$ cat config.mk
export PLATFORM = sky130hd
export DESIGN_NAME = compressor3_sched
export DESIGN_NICKNAME = d
export VERILOG_FILES = /design/src/rtl/compressor3_pkg.sv /design/src/rtl/mp_combine3.sv /design/src/rtl/compressor3_sched.sv
export SDC_FILE = /design/constraint.sdc
export NUM_CORES = 1
export LEC_CHECK = 0
export BUFFER_PORTS_ARGS = -buffer_cell sky130_fd_sc_hd__buf_4
export CAP_MARGIN = 20
export CELL_PAD_IN_SITES_DETAIL_PLACEMENT = 0
export CELL_PAD_IN_SITES_GLOBAL_PLACEMENT = 1
export CORE_MARGIN = 2
export CORE_UTILIZATION = 46
export DETAILED_ROUTE_END_ITERATION = 10
export PLACE_DENSITY_LB_ADDON = 0.1
export SYNTH_ARGS = -nofsm -noshare
export SYNTH_HDL_FRONTEND = slang
export SYNTH_SLANG_ARGS = --single-unit
$ cat constraint.sdc
create_clock -name clk -period 3.8 [get_ports clk]
set_input_delay 0.19 -clock clk [delete_from_list [all_inputs] [get_ports clk]]
set_output_delay 0.19 -clock clk [all_outputs]
set_load 0.1 [all_outputs]
$ cat src/rtl/compressor3_pkg.sv
// Shared types and constants for the max-plus compressor sequencer.
// Operand value 0 is max-plus -inf, the identity for both max and saturating add.
package compressor3_pkg;

  typedef enum logic [1:0] {
    IDLE   = 2'd0,
    FILL   = 2'd1,
    REDUCE = 2'd2,
    OUT    = 2'd3
  } state_e;

  localparam logic OP_MAX = 1'b0;
  localparam logic OP_ADD = 1'b1;

  localparam int unsigned MP_NEG_INF = 0;

endpackage

$ cat src/rtl/mp_combine3.sv
// Combinational 3-input max-plus combiner: max(a,b,c) or saturating a+b+c.
// Kept as its own block so it can later be swapped for the shared compressor datapath.
module mp_combine3
  import compressor3_pkg::*;
#(
  parameter int W = 8
) (
  input  logic [W-1:0] a,
  input  logic [W-1:0] b,
  input  logic [W-1:0] c,
  input  logic         op,
  output logic [W-1:0] y,
  output logic         ovf
);

  logic [W+1:0] sum_w;
  logic [W-1:0] max_ab;
  logic [W-1:0] max_abc;

  always_comb begin
    sum_w   = {2'b00, a} + {2'b00, b} + {2'b00, c};
    max_ab  = (a > b) ? a : b;
    max_abc = (max_ab > c) ? max_ab : c;
    y       = max_abc;
    ovf     = 1'b0;
    if (op == OP_ADD) begin
      ovf = |sum_w[W+1:W];
      y   = ovf ? {W{1'b1}} : sum_w[W-1:0];
    end
  end

endmodule

$ cat src/rtl/compressor3_sched.sv
// Packet sequencer feeding a 3-input max-plus combiner two operands per pass,
// with the running accumulator as the third input.
module compressor3_sched
  import compressor3_pkg::*;
#(
  parameter int W  = 8,
  parameter int CW = 8
) (
  input  logic          clk,
  input  logic          rst_n,
  input  logic          in_valid,
  output logic          in_ready,
  input  logic [W-1:0]  in_data,
  input  logic          in_last,
  input  logic          op_sel,
  output logic          res_valid,
  input  logic          res_ready,
  output logic [W-1:0]  res_data,
  output logic [CW-1:0] res_count,
  output logic          res_sat
);

  localparam logic [W-1:0]  NEG_INF = W'(MP_NEG_INF);
  localparam logic [CW-1:0] CNT_MAX = {CW{1'b1}};

  state_e        state_q, state_d;
  logic          in_ready_q, in_ready_d;
  logic          res_valid_q, res_valid_d;
  logic [W-1:0]  acc_q, acc_d;
  logic [W-1:0]  s1_q, s1_d;
  logic [W-1:0]  s2_q, s2_d;
  logic [1:0]    slot_q, slot_d;
  logic          op_q, op_d;
  logic [CW-1:0] cnt_q, cnt_d;
  logic          sat_q, sat_d;
  logic          last_q, last_d;

  logic          accept;
  logic [W-1:0]  comb_y;
  logic          comb_ovf;

  mp_combine3 #(.W(W)) u_combine (
    .a   (acc_q),
    .b   (s1_q),
    .c   (s2_q),
    .op  (op_q),
    .y   (comb_y),
    .ovf (comb_ovf)
  );

  assign accept = in_valid && in_ready_q;

  always_comb begin
    state_d = state_q;
    acc_d   = acc_q;
    s1_d    = s1_q;
    s2_d    = s2_q;
    slot_d  = slot_q;
    op_d    = op_q;
    cnt_d   = cnt_q;
    sat_d   = sat_q;
    last_d  = last_q;
    case (state_q)
      IDLE: begin
        if (accept) begin
          acc_d   = NEG_INF;
          s1_d    = in_data;
          s2_d    = NEG_INF;
          slot_d  = 2'd1;
          op_d    = op_sel;
          cnt_d   = CW'(1);
          sat_d   = 1'b0;
          last_d  = in_last;
          state_d = in_last ? REDUCE : FILL;
        end
      end
      FILL: begin
        if (accept) begin
          cnt_d  = (cnt_q == CNT_MAX) ? cnt_q : cnt_q + CW'(1);
          last_d = in_last;
          if (slot_q == 2'd0) begin
            s1_d   = in_data;
            slot_d = 2'd1;
          end else begin
            s2_d   = in_data;
            slot_d = 2'd2;
          end
          if (slot_q != 2'd0 || in_last) state_d = REDUCE;
        end
      end
      REDUCE: begin
        // Unfilled slots are still NEG_INF, so a partial final pass needs no special case.
        acc_d   = comb_y;
        sat_d   = sat_q | comb_ovf;
        s1_d    = NEG_INF;
        s2_d    = NEG_INF;
        slot_d  = 2'd0;
        state_d = last_q ? OUT : FILL;
      end
      OUT: begin
        if (res_ready) state_d = IDLE;
      end
      default: state_d = IDLE;
    endcase
    in_ready_d  = (state_d == IDLE) || (state_d == FILL);
    res_valid_d = (state_d == OUT);
  end

  always_ff @(posedge clk or negedge rst_n) begin
    if (!rst_n) begin
      state_q     <= IDLE;
      in_ready_q  <= 1'b1;
      res_valid_q <= 1'b0;
      acc_q       <= NEG_INF;
      s1_q        <= NEG_INF;
      s2_q        <= NEG_INF;
      slot_q      <= 2'd0;
      op_q        <= OP_MAX;
      cnt_q       <= '0;
      sat_q       <= 1'b0;
      last_q      <= 1'b0;
    end else begin
      state_q     <= state_d;
      in_ready_q  <= in_ready_d;
      res_valid_q <= res_valid_d;
      acc_q       <= acc_d;
      s1_q        <= s1_d;
      s2_q        <= s2_d;
      slot_q      <= slot_d;
      op_q        <= op_d;
      cnt_q       <= cnt_d;
      sat_q       <= sat_d;
      last_q      <= last_d;
    end
  end

  assign in_ready  = in_ready_q;
  assign res_valid = res_valid_q;
  assign res_data  = acc_q;
  assign res_count = cnt_q;
  assign res_sat   = sat_q;

endmodule

Word-level counts from Yosys, hierarchy flattened
Index checks and enable logic that the tools add are counted.
W data, S select, Z words.
{"block": "word_totals", "regBits": 41, "latchBits": 0, "ram_bits": 0, "mem_bits_ro": 0, "input_bits": 14, "output_inout_bits": 19, "n_memories": 0}
{"block": "classes", "n_addsub": 3, "multipliers": 0, "div": 0, "magnitude_cmp": 2, "n_eq_ne": 11, "shifts": 0, "mux": 31, "bitwise": 1, "n_reduce_logical": 19}
{"op": "$mux W8", "n": 13}
{"op": "$pmux W8 S3", "n": 2}
{"op": "$pmux W8 S2", "n": 2}
{"op": "$mux W2", "n": 9}
{"op": "$gt A8 B8 Y1", "n": 2}
{"op": "$reduce_and A4 Y1", "n": 3}
{"op": "$add A10 B8 Y10", "n": 1}
{"op": "$ne A2 B2 Y1 const B", "n": 5}
{"op": "$add A8 B8 Y9", "n": 1}
{"op": "$add A8 B1 Y8 const B", "n": 1}
{"op": "$eq A8 B8 Y1 const B", "n": 1}
{"op": "$pmux W2 S4", "n": 1}
{"op": "$eq A2 B2 Y1 const B", "n": 3}
{"op": "$logic_not A2 Y1", "n": 3}
{"op": "$pmux W2 S3", "n": 1}
{"op": "$reduce_and A2 Y1", "n": 3}
{"op": "$reduce_bool A2 Y1", "n": 3}
{"op": "$eq A2 B1 Y1 const B", "n": 2}
{"op": "$reduce_or A2 Y1", "n": 2}
{"op": "$reduce_and A3 Y1", "n": 1}
{"op": "$reduce_bool A3 Y1", "n": 1}
{"op": "$logic_or A1 B1 Y1", "n": 2}
{"op": "$mux W1", "n": 2}
{"op": "$pmux W1 S2", "n": 1}
{"op": "other kinds (2)", "n": 2}

Logic depth before layout (Yosys ltp)
Gate-level depths: netlist of the first run.
{"block": "depth", "word_depth": 7, "mapped_depth": 15, "depth_no_buf": 15}

Modules after synthesis
Synthesis of the first run repeated with hierarchy kept, for this count alone.
{"block": "hier_totals", "cells_unflattened": 366, "area_unflattened_um2": 3379.5}
{"mod": "compressor3_sched", "n_inst": 1, "cells_each": 190, "area_per_inst_um2": 1990.7, "seq_area_each_um2": 1027.2}
{"mod": "mp_combine3", "n_inst": 1, "cells_each": 176, "area_per_inst_um2": 1388.8, "seq_area_each_um2": 0.0}

Worst setup path after synthesis of the first run
No wires, ideal clock.
{"block": "synth_timing", "kind": "flip-flop to flip-flop", "startpoint": "reg acc_q[5], in the netlist res_data[5]", "endpoint": "reg acc_q[3], in the netlist res_data[3]", "setup_time_ns": 0.123, "arrival_ns": 3.873, "t_required_ns": 3.677, "path_slack_ns": -0.196, "path_stages_with_launch": 14, "n_path_buf": 1, "period_less_slack_ns": 3.996, "cell_sequence": "dfrtp_1 -> ha_1 -> a211o_1 -> a21oi_2 -> nor2_2 -> a21o_4 -> buf_6 -> a21o_1 -> ha_1 -> nand4_1 -> nand2b_1 -> a221o_1 -> o21a_1 -> a32o_1"}
{"block": "synth_via", "elab_chain_len": 6, "word_cells_on_any_way": 10}
{"item": "start, declared", "line": "compressor3_sched.sv:29", "source": "logic [W-1:0] acc_q, acc_d;"}
{"item": "start signal, assigned", "line": "compressor3_sched.sv:114", "source": "acc_q <= NEG_INF;"}
{"item": "start signal, assigned", "line": "compressor3_sched.sv:126", "source": "acc_q <= acc_d;"}
{"item": "$add A8 B8 Y9 or $gt A8 B8 Y1 (tied branches)", "line": "mp_combine3.sv:21, mp_combine3.sv:22"}
{"item": "$add A10 B8 Y10 or $mux W8 (tied branches)", "line": "mp_combine3.sv:21, mp_combine3.sv:22"}
{"item": "$reduce_or A2 Y1 or $gt A8 B8 Y1 (tied branches)", "line": "mp_combine3.sv:27, mp_combine3.sv:23"}
{"item": "$mux W8 (on tied branches)", "line": "mp_combine3.sv:28, mp_combine3.sv:23"}
{"item": "$mux W8 (*)", "line": "mp_combine3.sv:26", "source": "if (op == OP_ADD) begin"}
{"item": "$pmux W8 S2 (*)", "line": "compressor3_sched.sv:63", "source": "case (state_q)"}
Mark *: on every way between the ends. The rest lies on a longest branch, timed or not.
A chain may end at the register's enable or synchronous reset.

Final worst setup path of the first run
{"block": "layout_timing", "startpoint": "reg acc_q[4], in the netlist res_data[4]", "endpoint": "reg acc_q[0], in the netlist res_data[0]"}
The elaborated chain is that of the path after synthesis.

==> results of run 1 <==
-- path summary, 6_finish.rpt --
| path | end | cells after the start | from |
|---|---|---|---|
| worst max-delay path | res_data[0]$_DFFE_PN0P_ | 12 | res_data[4]$_DFFE_PN0P_ |
| worst min register to register | s1_q[6]$_DFFE_PN0P_ | 2 | s1_q[6]$_DFFE_PN0P_ |
| worst min-delay path | op_q$_DFFE_PN0P_ | 2 | op_sel |
| worst max register to register | res_data[0]$_DFFE_PN0P_ | 12 | res_data[4]$_DFFE_PN0P_ |
| min in group asynchronous | res_count[2]$_DFFE_PN0P_ | 2 | rst_n |
| max in group asynchronous | res_data[3]$_DFFE_PN0P_ | 2 | rst_n |
-- stage by stage --
stage,setup WS (ps),area [um2],utilization (%)
final,235.7,3915,54.86
after global routing,27.62,3915,54.86
after CTS,52.31,3822,53.56
after detailed placement,73.98,3705,51.91
after global placement,75.38,3705,51.91
after floorplan,2.036,3342,-
-- registers in the layout (all words and copies together) (netlist names) --
name	flops
in_ready	1
last_q	1
op_q	1
res_count	8
res_data	8
res_sat	1
res_valid	1
s1_q	8
s2_q	8
slot_q	2
state_q	2
-- worst max-delay path: stages, from the launching register on --
cell	delay [ps]
dfrtp_2	460
ha_1	380
nand4_4	160
nor3_4	270
nor2_2	150
a21o_4	300
a21o_1	200
ha_1	320
nand4_1	130
nand2b_1	190
a221o_2	470
o21a_1	190
a32o_1	240
-- cells by family after synthesis --
logic type | share of synthesized area [%]
simple gates | 17.34
fa+ha+maj | 15.47
compound gates | 26.20
flops | 30.82
buf+inv | 5.556
mux | 1.727
xor+xnor | 2.890
-- what timing repair did --
action,CTS,global route
hold buffers,1,0
gates resized for setup,0,9
buffers inserted,0,6
setup endpoints to repair,0,8
endpoints found under the hold margin,40,0
-- cell usage in the layout (no fill, tap or decap), drive strengths merged, types with 7 or more instances in the layout --
master,instances
dfrtp,40
a21oi,27
xnor2,7
nor2,19
ha,38
a21o,14
buf,45
o21ai,33
inv,35
or3,7
nand2,42
nor3,11
nand3,12
o21a,8
a211oi,12
-- layer usage --
| metal | GRT usage (%) | wire [um] |
|---|---|---|
| met1 | 29.63 | 3957 |
| met2 | 37.17 | 4028 |
| met3 | 2.493 | 127 |
| met4 | 4.885 | 27 |
| met5 | 0 | 0 |
-- cell type report --
class,instances,area (um2),share of cell area (%)
well taps,99,123.9,3.164
clock buffers,6,72.57,1.854
flip-flops and latches,41,1036,26.46
clock inverters,2,35.03,0.8949
multi-input cells,298,2168,55.39
inverters,35,131.4,3.356
repair buffers,46,347.8,8.885
==> key figures, run 1 <==
Status
  • Status: complete, no violations

Clocking
  • Clock Path Buffers: 2
  • CTS clk-pin slew, worst paths: 90 ps
  • H-Tree Level Count: 2
  • Total clock sinks: 41
  • CTS buffer count: 5
  • Root Buffer Master: clkbuf_8
  • TritonCTS clock tree: built
  • Clock latency on the worst-skew pair: 300 ps

Run
  • Max-Cap Viols: 0

Detailed routing
  • Routed vias: 2858
  • Via density: 5.423
  • Starting DRT DRC Count: 116
  • Post-route ant nets: 0
  • DRC viols: 0
  • Post-Route WL: 8141 um
  • Avg WL per Cell: 15.45 um
  • DR pass1 iterations: 4

STA
  • Max Clock Freq: 280.6 MHz
  • Setup TNS: 0 ps
  • Slew Limit Fails: 0
  • Final Hold Fails: 0
  • Crit path time final: 3564 ps
  • Slew @ Worst Pin: 1010 ps
  • Clock Skew: 9.705 ps
  • Setup-failing EPs final: 0
  • Final Hold Slack: 129.8 ps
  • RSZ-0062 raised after global routing: no
  • Final period utilization: 93.80%
  • Rel. slew slack: 32.70%

Placed design
  • GPL Wtd Cong: 0.7675
  • Buffers on Ports: 32
  • Placed Cells: 512
  • Hpwl dp: 6277 um

Synth
  • Ys Warns: 0
  • Seq/Total Area, Yosys: 30.82%
  • Syn Area/Cell: 8.703 um2
  • Top cells by count, synth: nand2_1 (42), dfrtp_1 (40), ha_1 (38)
  • Post-synth EDFFs: 0
  • Distinct cells, synth: 58
  • FFs w/ async S/R, synth: 100.0%
  • Ys flop type: dfrtp_1
  • Cell taking the most area after synthesis: dfrtp_1
  • Top cell type's share of synthesized area: 30.03%
  • Most common cell in the netlist: nand2_1
  • Gate Count Post-Synth: 383
  • Main area contributors after synthesis: dfrtp_1 (30%), ha_1 (14%), o21ai_0 (4.8%)
  • Syn nets: 437
  • Mapped Area: 3333 um2
  • Synthesized flop and latch total: 41

Worst setup path
  • WP data arrival: 3750 ps
  • R2R setup slack: 240 ps
  • Critical path required time: 3980 ps
  • Crit path max fanout: 14
  • Startpoint types: flop
  • Setup CP Type: flop to flop
  • Crit end category: flop

Die
  • Die height: 89.13 um
  • Initial core utilization: 46.70%
  • Die X: 89.13 um
  • Core area: 7137 um2
  • FP Rows: 31
  • Die ar.: 7943 um2
  • # IOs: 33

Global routing
  • Vias in the first global route: 2736
  • Largest net degree at the start of global routing: 42
  • Initial antenna violation count: 0
  • GRT Residual Overflow: 0
  • GRT Total Usage: 21.74%
  • First-pass GRT wire length: 13360 um

Layout
  • Final #Nets: 481
  • # fillers: 714
  • Diodes inserted: 0
  • Area Overhead vs Synth: 17.45%
  • Layout cells sized above 1: 18.93%
  • Cell Count, Final, Fillers Out: 527

Min path
  • Hold crit path type: input pin to flop
Power of run 1 is not shown: default switching activity piles up to over one toggle a cycle in this logic, so the estimate is an artifact.
==> run 2: changes to the inputs <==
Settings changed: SYNTH_HIERARCHICAL set to 1.
==> run 2 against run 1 <==
Maximum frequency fell by 1.9%; critical endpoint is now res_data[4]$_DFFE_PN0P_; non-clock buffer count rose by 15; hold slack got worse by 8.5 ps; cell count fell by 0.38%; first-iteration DRC count rose by 56%; utilization rose by 3.0 points; clock skew fell by 1.2 ps; global-route usage fell by 0.68 points; synthesized cell count fell by 4.4%; clock-buffer cell count did not move; sequential share of layout area fell by 1.3 points; routed wire length rose by 2.6%.
==> key figures, run 2 <==
Worst setup path
  • Worst-path cell chain: ha_1 -> nand2b_1 -> a21oi_1 -> o21ai_0 -> a21oi_2 -> o41ai_2 -> xnor2_1 -> ha_1 -> nor2b_1 -> a41oi_2 -> o21bai_2 -> o221ai_4 -> inv_4 -> a2111o_1 -> nand2_1 -> o21ai_0
  • CP top delay family: compound AO/OA/AOI/OAI gates
  • R2R cell count: 16 (+4)
  • Setup CP Type: flop to flop
  • WP buf/inv: 1 (+1)
  • Crit path max fanout: 6 (-8)
  • Crit-path max cell delay: 450 ps (-20 ps)
  • Critical Path Start: res_data[1]$_DFFE_PN0P_
  • Critical path required time: 3950 ps (-30 ps)
  • Startpoint types: flop
  • Crit end category: flop
  • R2R setup slack: 170 ps (-70 ps)
  • WP data arrival: 3790 ps (+40 ps)
  • R2R Path Start: res_data[1]$_DFFE_PN0P_
  • Slowest-stage cell, CP: dfrtp_2
  • Worst R2R End: res_data[4]$_DFFE_PN0P_

Detailed routing
  • DRC viols: 0 (unchanged)
  • Met1 wire length: 3850 um (-2.7%)
  • Via density: 5.539 (+2.1%)
  • Post-route ant nets: 0 (unchanged)
  • Routed vias: 2908 (+1.7%)
  • Post-Route WL: 8351 um (+2.6%)
  • Avg WL per Cell: 15.91 um (+3.0%)
  • Wire length on met2: 4118 um (+2.2%)
  • DR WL met3: 311 um (+140%)
  • Starting DRT DRC Count: 181 (+56%)
  • DR pass1 iterations: 4 (unchanged)
  • Top sig layer: met4

Clocking
  • CTS buffer count: 5 (unchanged)
  • Total clock sinks: 41 (unchanged)
  • TritonCTS clock tree: built
  • Clock latency on the worst-skew pair: 290 ps (about the same)
  • Root Buffer Master: clkbuf_8
  • H-Tree Level Count: 2 (unchanged)
  • Clock Path Buffers: 2 (unchanged)
  • CTS clk-pin slew, worst paths: 80 ps (about the same)

Synth
  • Mapped Area: 3379 um2 (+1.4%)
  • Ys Warns: 6 (+6)
  • Synthesized flop and latch total: 41 (unchanged)
  • Post-synth EDFFs: 0 (unchanged)
  • FFs w/ async S/R, synth: 100.0% (unchanged)
  • Gate Count Post-Synth: 366 (-4.4%)
  • Seq/Total Area, Yosys: 30.40% (-0.42 points)
  • Syn nets: 420 (-3.9%)
  • Syn Area/Cell: 9.234 um2 (+6.1%)
  • Top cells by count, synth: dfrtp_1 (40), ha_1 (38), nand2_1 (37)
  • Distinct cells, synth: 64 (+10%)
  • Cell taking the most area after synthesis: dfrtp_1
  • Top cell type's share of synthesized area: 29.62% (-0.41 points)
  • Ys flop type: dfrtp_1
  • Main area contributors after synthesis: dfrtp_1 (30%), ha_1 (14%), nand2_1 (4.1%)
  • Most common cell in the netlist: dfrtp_1

Die
  • # IOs: 33 (unchanged)
  • Initial core utilization: 47.10% (+0.39 points)
  • FP Rows: 31 (unchanged)
  • Die X: 89.72 um (+0.66%)
  • Core area: 7176 um2 (+0.54%)
  • Die ar.: 8049 um2 (+1.3%)
  • Die height: 89.72 um (+0.66%)

Global routing
  • Largest net degree at the start of global routing: 42 (unchanged)
  • GRT Residual Overflow: 0 (unchanged)
  • Vias in the first global route: 2820 (+3.1%)
  • First-pass GRT wire length: 13940 um (+4.3%)
  • Initial antenna violation count: 0 (unchanged)
  • GRT Total Usage: 21.06% (-0.68 points)

Layout
  • Diodes inserted: 0 (unchanged)
  • Most frequent cells in the layout: buf_4 (59), nand2_1 (37), ha_1 (31), dfrtp_1 (31), inv_1 (29)
  • Commonest non-fill, non-tap cell in the layout: buf_4
  • Multi-input gate area: 2308 um2 (+6.5%)
  • Final #Nets: 479 (-0.42%)
  • Register Area: 1046 um2 (+0.97%)
  • Layout cells sized above 1: 30.05% (+11 points)
  • Design area: 4153 um2 (+6.1%)
  • # fillers: 665 (-6.9%)
  • Area Overhead vs Synth: 22.88%

STA
  • Slew @ Worst Pin: 826.6 ps (-182.9 ps)
  • Max Clock Freq: 275.2 MHz (-1.9%)
  • Clock Skew: 8.510 ps (-1.195 ps)
  • Slew Limit Fails: 0 (unchanged)
  • Crit path time final: 3634 ps (+69.97 ps)
  • Rel. slew slack: 44.89% (+12 points)
  • Final period utilization: 95.64% (+1.8 points)
  • Setup-failing EPs final: 0 (unchanged)
  • Final Hold Fails: 0 (unchanged)

Min path
  • Hold worst-path end: s2_q[7]$_DFFE_PN0P_
  • Hold crit path type: input pin to flop
  • WHS Path Cells: 2 (unchanged)
  • Hold path startpoint: in_data[7]

Placed design
  • Placed instance area: 3865 um2 (+4.3%)
  • Hpwl dp: 6270 um (-0.11%)
  • Buffers on Ports: 32 (unchanged)
  • GPL Wtd Cong: 0.8390 (+9.3%)

Pwr
  • Pwr Density: 936.3 nW/um2
  • Leakage: 1.905 nW
  • Total power: 3.888 mW
  • Max IR drop VDD: 0.4942 mV

Status
  • Status: complete, no violations

Run
  • Max-Cap Viols: 0 (unchanged)
## run 2: cell count changes after synthesis, sizes merged, moves of 5 or more
cell and change:
o21ai -10, or3 -6, a22o +6, a21o -8
a211oi -6, mux2i +6, mux2 +11, nand3 -7
nor2b +7, nor3 -5, a32o -5, o21a -6
nand2 -5
## run 2: how the worst max path moves through the flow
stage / endpoint / slack (ps) / cells past startpoint
after floorplan: res_data[3]$_DFFE_PN0P_ / 40 / 13
after global placement: res_data[6]$_DFFE_PN0P_ / 40 / 16
after detailed placement: res_data[6]$_DFFE_PN0P_ / 70 / 16
after CTS: res_data[6]$_DFFE_PN0P_ / 50 / 16
after global routing: res_data[6]$_DFFE_PN0P_ / -10 / 17
final: res_data[4]$_DFFE_PN0P_ / 170 / 16
## run 2: metrics by stage
step / setup TNS (ps) / hold slack, ps / cells / worst slack (ps) / utilization [%]
finish: 0 / 121.2 / 525 / 165.7 / 57.87
global route: -16.65 / 113.4 / 525 / -14.01 / 57.87
CTS: 0 / 113.8 / 517 / 52.86 / 55.15
detailed placement: 0 / 220.5 / 508 / 70.52 / 53.86
global placement: 0 / 215.4 / 507 / 42.25 / 53.76
floorplan: 0 / -105.6 / 366 / 35.02 / -
## run 2: cell families after synthesis
group / share of synthesized area [%]
AO/OA/AOI/OAI: 24.03
multiplexers: 7.257
buffers and inverters: 4.998
adder cells (fa/ha/maj): 15.25
XOR/XNOR: 2.332
flip-flops: 30.40
AND/OR/NAND/NOR: 15.73
## run 2: where the power goes
part / total (mW) / switching, mW / leakage, nW / internal [mW]
registers: 0.760 / 0.172 / 0.520 / 0.588
logic: 2.84 / 1.62 / 1.34 / 1.23
clock network: 0.285 / 0.157 / 0.0450 / 0.128
total: 3.89 / 1.95 / 1.90 / 1.94
## run 2: layout make-up
cell class              instances  share of cell area (%)
multi-input cells             285                   55.59
flip-flops and latches         41                   25.19
repair buffers                 61                   11.39
well taps                      99                   2.983
inverters                      31                   2.862
clock buffers                   6                   1.748
clock inverters                 2                  0.2410
## run 2: worst reg2reg max path: cells and delay by family, from the launching register on
family	cells	cell delay, ps
buffers and inverters	1	90
xor gates and xnor gates	1	140
DFF	1	450
adders and majority gates	2	730
and+or+nand+nor	3	440
AOI/OAI and AO/OA	9	1650
## run 2: routing by layer
| metal | vias to the layer above | track usage (%) |
|---|---|---|
| met2 | 48 | 35.86 |
| li1 | 1444 | - |
| met1 | 1410 | 28.23 |
| met3 | 6 | 3.101 |
| met4 | 0 | 5.513 |
| met5 | - | 0 |
## run 2: repair_timing
| action | 4_1_cts | 5_1_grt |
|---|---|---|
| hold buffers | 1 | 0 |
| endpoints found under the hold margin | 40 | 0 |
| buffers inserted | 0 | 8 |
| endpoints found under the setup margin | 0 | 8 |
| resized for setup | 0 | 21 |
No activity file was read; power rests on OpenSTA's default activity.
==> run 3: changes to the inputs <==
Settings changed: PLACE_DENSITY set to 0.91, PLACE_DENSITY_LB_ADDON 0.1 to not set.
==> run 3 against run 2 <==
Sequential share of layout area shrank 0.15 points; routed wire length grew 3.0%; maximum frequency shrank 1.5%; highest routed layer unchanged; critical endpoint is now res_data[3]$_DFFE_PN0P_.
==> key figures, run 3 (same netlist as run 2, synthesis figures left out) <==
STA
  • Final Hold Fails: 0 (unchanged)
  • Rel. slew slack: 44.63% (-0.26 points)
  • Slew @ Worst Pin: 830.5 ps (+3.910 ps)
  • Crit path time final: 3691 ps (+56.32 ps)
  • Clock Skew: 13.50 ps (+4.994 ps)
  • Setup-failing EPs final: 0 (unchanged)
  • Final period utilization: 97.12% (+1.5 points)
  • Slew Limit Fails: 0 (unchanged)
  • Max Clock Freq: 271.0 MHz (-1.5%)
  • RSZ-0062 raised after global routing: yes

Layout
  • # fillers: 643 (-3.3%)
  • Final Core Density: 58.22% (+0.35 points)
  • Commonest non-fill, non-tap cell in the layout: buf_4
  • Most frequent cells in the layout: buf_4 (59), nand2_1 (37), ha_1 (33), dfrtp_1 (31), inv_1 (29)
  • Area Overhead vs Synth: 23.62%
  • Diodes inserted: 0 (unchanged)
  • Multi-input gate area: 2303 um2 (-0.22%)
  • Final #Nets: 480 (+0.21%)
  • Register Area: 1046 um2 (unchanged)
  • Layout cells sized above 1: 29.98% (-0.070 points)

Clocking
  • TritonCTS clock tree: built
  • CTS buffer count: 5 (unchanged)
  • Clock Path Buffers: 2 (unchanged)
  • Total clock sinks: 41 (unchanged)
  • CTS clk-pin slew, worst paths: 80 ps (about the same)
  • H-Tree Level Count: 2 (unchanged)
  • Root Buffer Master: clkbuf_8
  • Clock latency on the worst-skew pair: 290 ps (about the same)

Detailed routing
  • Post-route ant nets: 0 (unchanged)
  • Starting DRT DRC Count: 153 (-15%)
  • Routed vias: 2964 (+1.9%)
  • DRC viols: 0 (unchanged)
  • Post-Route WL: 8600 um (+3.0%)
  • DR pass1 iterations: 4 (unchanged)
  • Via density: 5.635 (+1.7%)
  • Avg WL per Cell: 16.35 um (+2.8%)

Die
  • Core area: 7176 um2 (unchanged)
  • FP Rows: 31 (unchanged)
  • Initial core utilization: 47.10% (unchanged)
  • Die X: 89.72 um (unchanged)
  • Die height: 89.72 um (unchanged)
  • Die ar.: 8049 um2 (unchanged)
  • # IOs: 33 (unchanged)

Worst setup path
  • Startpoint types: flop
  • Crit end category: flop
  • WP data arrival: 3900 ps (+110 ps)
  • Critical Path Start: res_data[4]$_DFFE_PN0P_
  • Crit path max fanout: 9 (+3)
  • Setup CP Type: flop to flop
  • Critical path required time: 4010 ps (+60 ps)
  • R2R Path Start: res_data[4]$_DFFE_PN0P_

Global routing
  • Largest net degree at the start of global routing: 42 (unchanged)
  • GRT Total Usage: 20.62% (-0.44 points)
  • First-pass GRT wire length: 13810 um (-0.90%)
  • GRT Residual Overflow: 0 (unchanged)
  • Vias in the first global route: 2881 (+2.2%)
  • Initial antenna violation count: 0 (unchanged)

Pwr
  • Total power: 3.994 mW (+2.7%)
  • Max IR drop VDD: 0.5163 mV (+4.5%)
  • Pwr Density: 955.9 nW/um2 (+2.1%)
  • Leakage: 1.928 nW (+1.2%)

Min path
  • Hold path startpoint: in_last
  • Hold crit path type: input pin to flop

Placed design
  • Buffers on Ports: 32 (unchanged)
  • GPL Wtd Cong: 0.8763 (+4.4%)
  • Hpwl dp: 6408 um (+2.2%)

Status
  • Status: complete, no violations

Run
  • Max-Cap Viols: 0 (unchanged)
-- run 3: cell count changes in the layout (fill, tap and decap cells not counted), moves of 2 or more --
cell / previous run / this run
o2111ai_2: 0 / 2
o2111ai_1: 3 / 1
ha_1: 31 / 33
clkbuf_8: 5 / 7
o21ai_1: 2 / 5
o21ai_0: 19 / 16
-- run 3: where the power goes --
group          switching (mW)  leakage (nW)  internal [mW]  total (mW)
Combinational            1.66          1.35           1.25        2.91
Sequential              0.184         0.520          0.589       0.773
Clock                   0.150        0.0542          0.164       0.315
-- run 3: path summary, 6_finish.rpt --
| kind | end | slack, ps | cells past startpoint |
|---|---|---|---|
| hold reg to reg | last_q$_DFFE_PN0P_ | 510 | 2 |
| max in group asynchronous | res_data[5]$_DFFE_PN0P_ | 2970 | 2 |
| min in group asynchronous | res_count[5]$_DFFE_PN0P_ | 410 | 2 |
| setup reg to reg | res_data[3]$_DFFE_PN0P_ | 110 | 16 |
| setup / recovery | res_data[3]$_DFFE_PN0P_ | 110 | 16 |
| hold / removal | last_q$_DFFE_PN0P_ | 120 | 3 |
-- run 3: per-layer routing --
| layer | wire length (um) | GRT usage (%) | share of wire [%] |
|---|---|---|---|
| met2 | 4377 | 36.49 | 51 |
| met1 | 3977 | 27.39 | 46 |
| met3 | 200 | 2.012 | 2.3 |
| met4 | 44 | 4.744 | 0.51 |
| met5 | 0 | 0 | 0 |
-- run 3: critical path, stage by stage, from the launching register on --
cell and delay [ps]:
dfrtp_4 510, ha_4 270, nand4_1 120, or4_4 520, o21ai_4 90, buf_12 150
buf_4 100, mux2_2 340, ha_1 270, nand4_1 90, or2_2 310, o21ai_2 70
buf_4 170, nor3b_1 240, a2111o_1 130, nand2_1 40, o21ai_0 170
-- run 3: metrics by stage --
step           setup TNS (ps)  instances  worst slack (ps)  cell area, um2  hold WS [ps]
6_report                    0        526             109.4            4178         124.7
3_3_place_gp                0        502             97.40            3820         205.1
4_1_cts                -2.377        511            -2.377            3931         117.8
5_1_grt                -190.0        526            -53.62            4178         113.9
3_5_place_dp                0        502             11.05            3820         207.5
2_1_floorplan               0        366             35.02            3401        -105.6
-- run 3: layout make-up --
| type | count | area share, % |
|---|---|---|
| clock inverters | 1 | 0.1198 |
| well taps | 99 | 2.965 |
| clock buffers | 7 | 2.306 |
| inverters | 31 | 2.845 |
| repair buffers | 62 | 11.59 |
| multi-input cells | 285 | 55.14 |
| flip-flops and latches | 41 | 25.04 |
-- run 3: what timing repair did --
item                                    CTS  global route
buffers inserted                          0            14
endpoints found under the hold margin    40             0
endpoints found under the setup margin    1             8
hold buffers                              1             0
resized for setup                         0            23
pin swaps                                 0            10
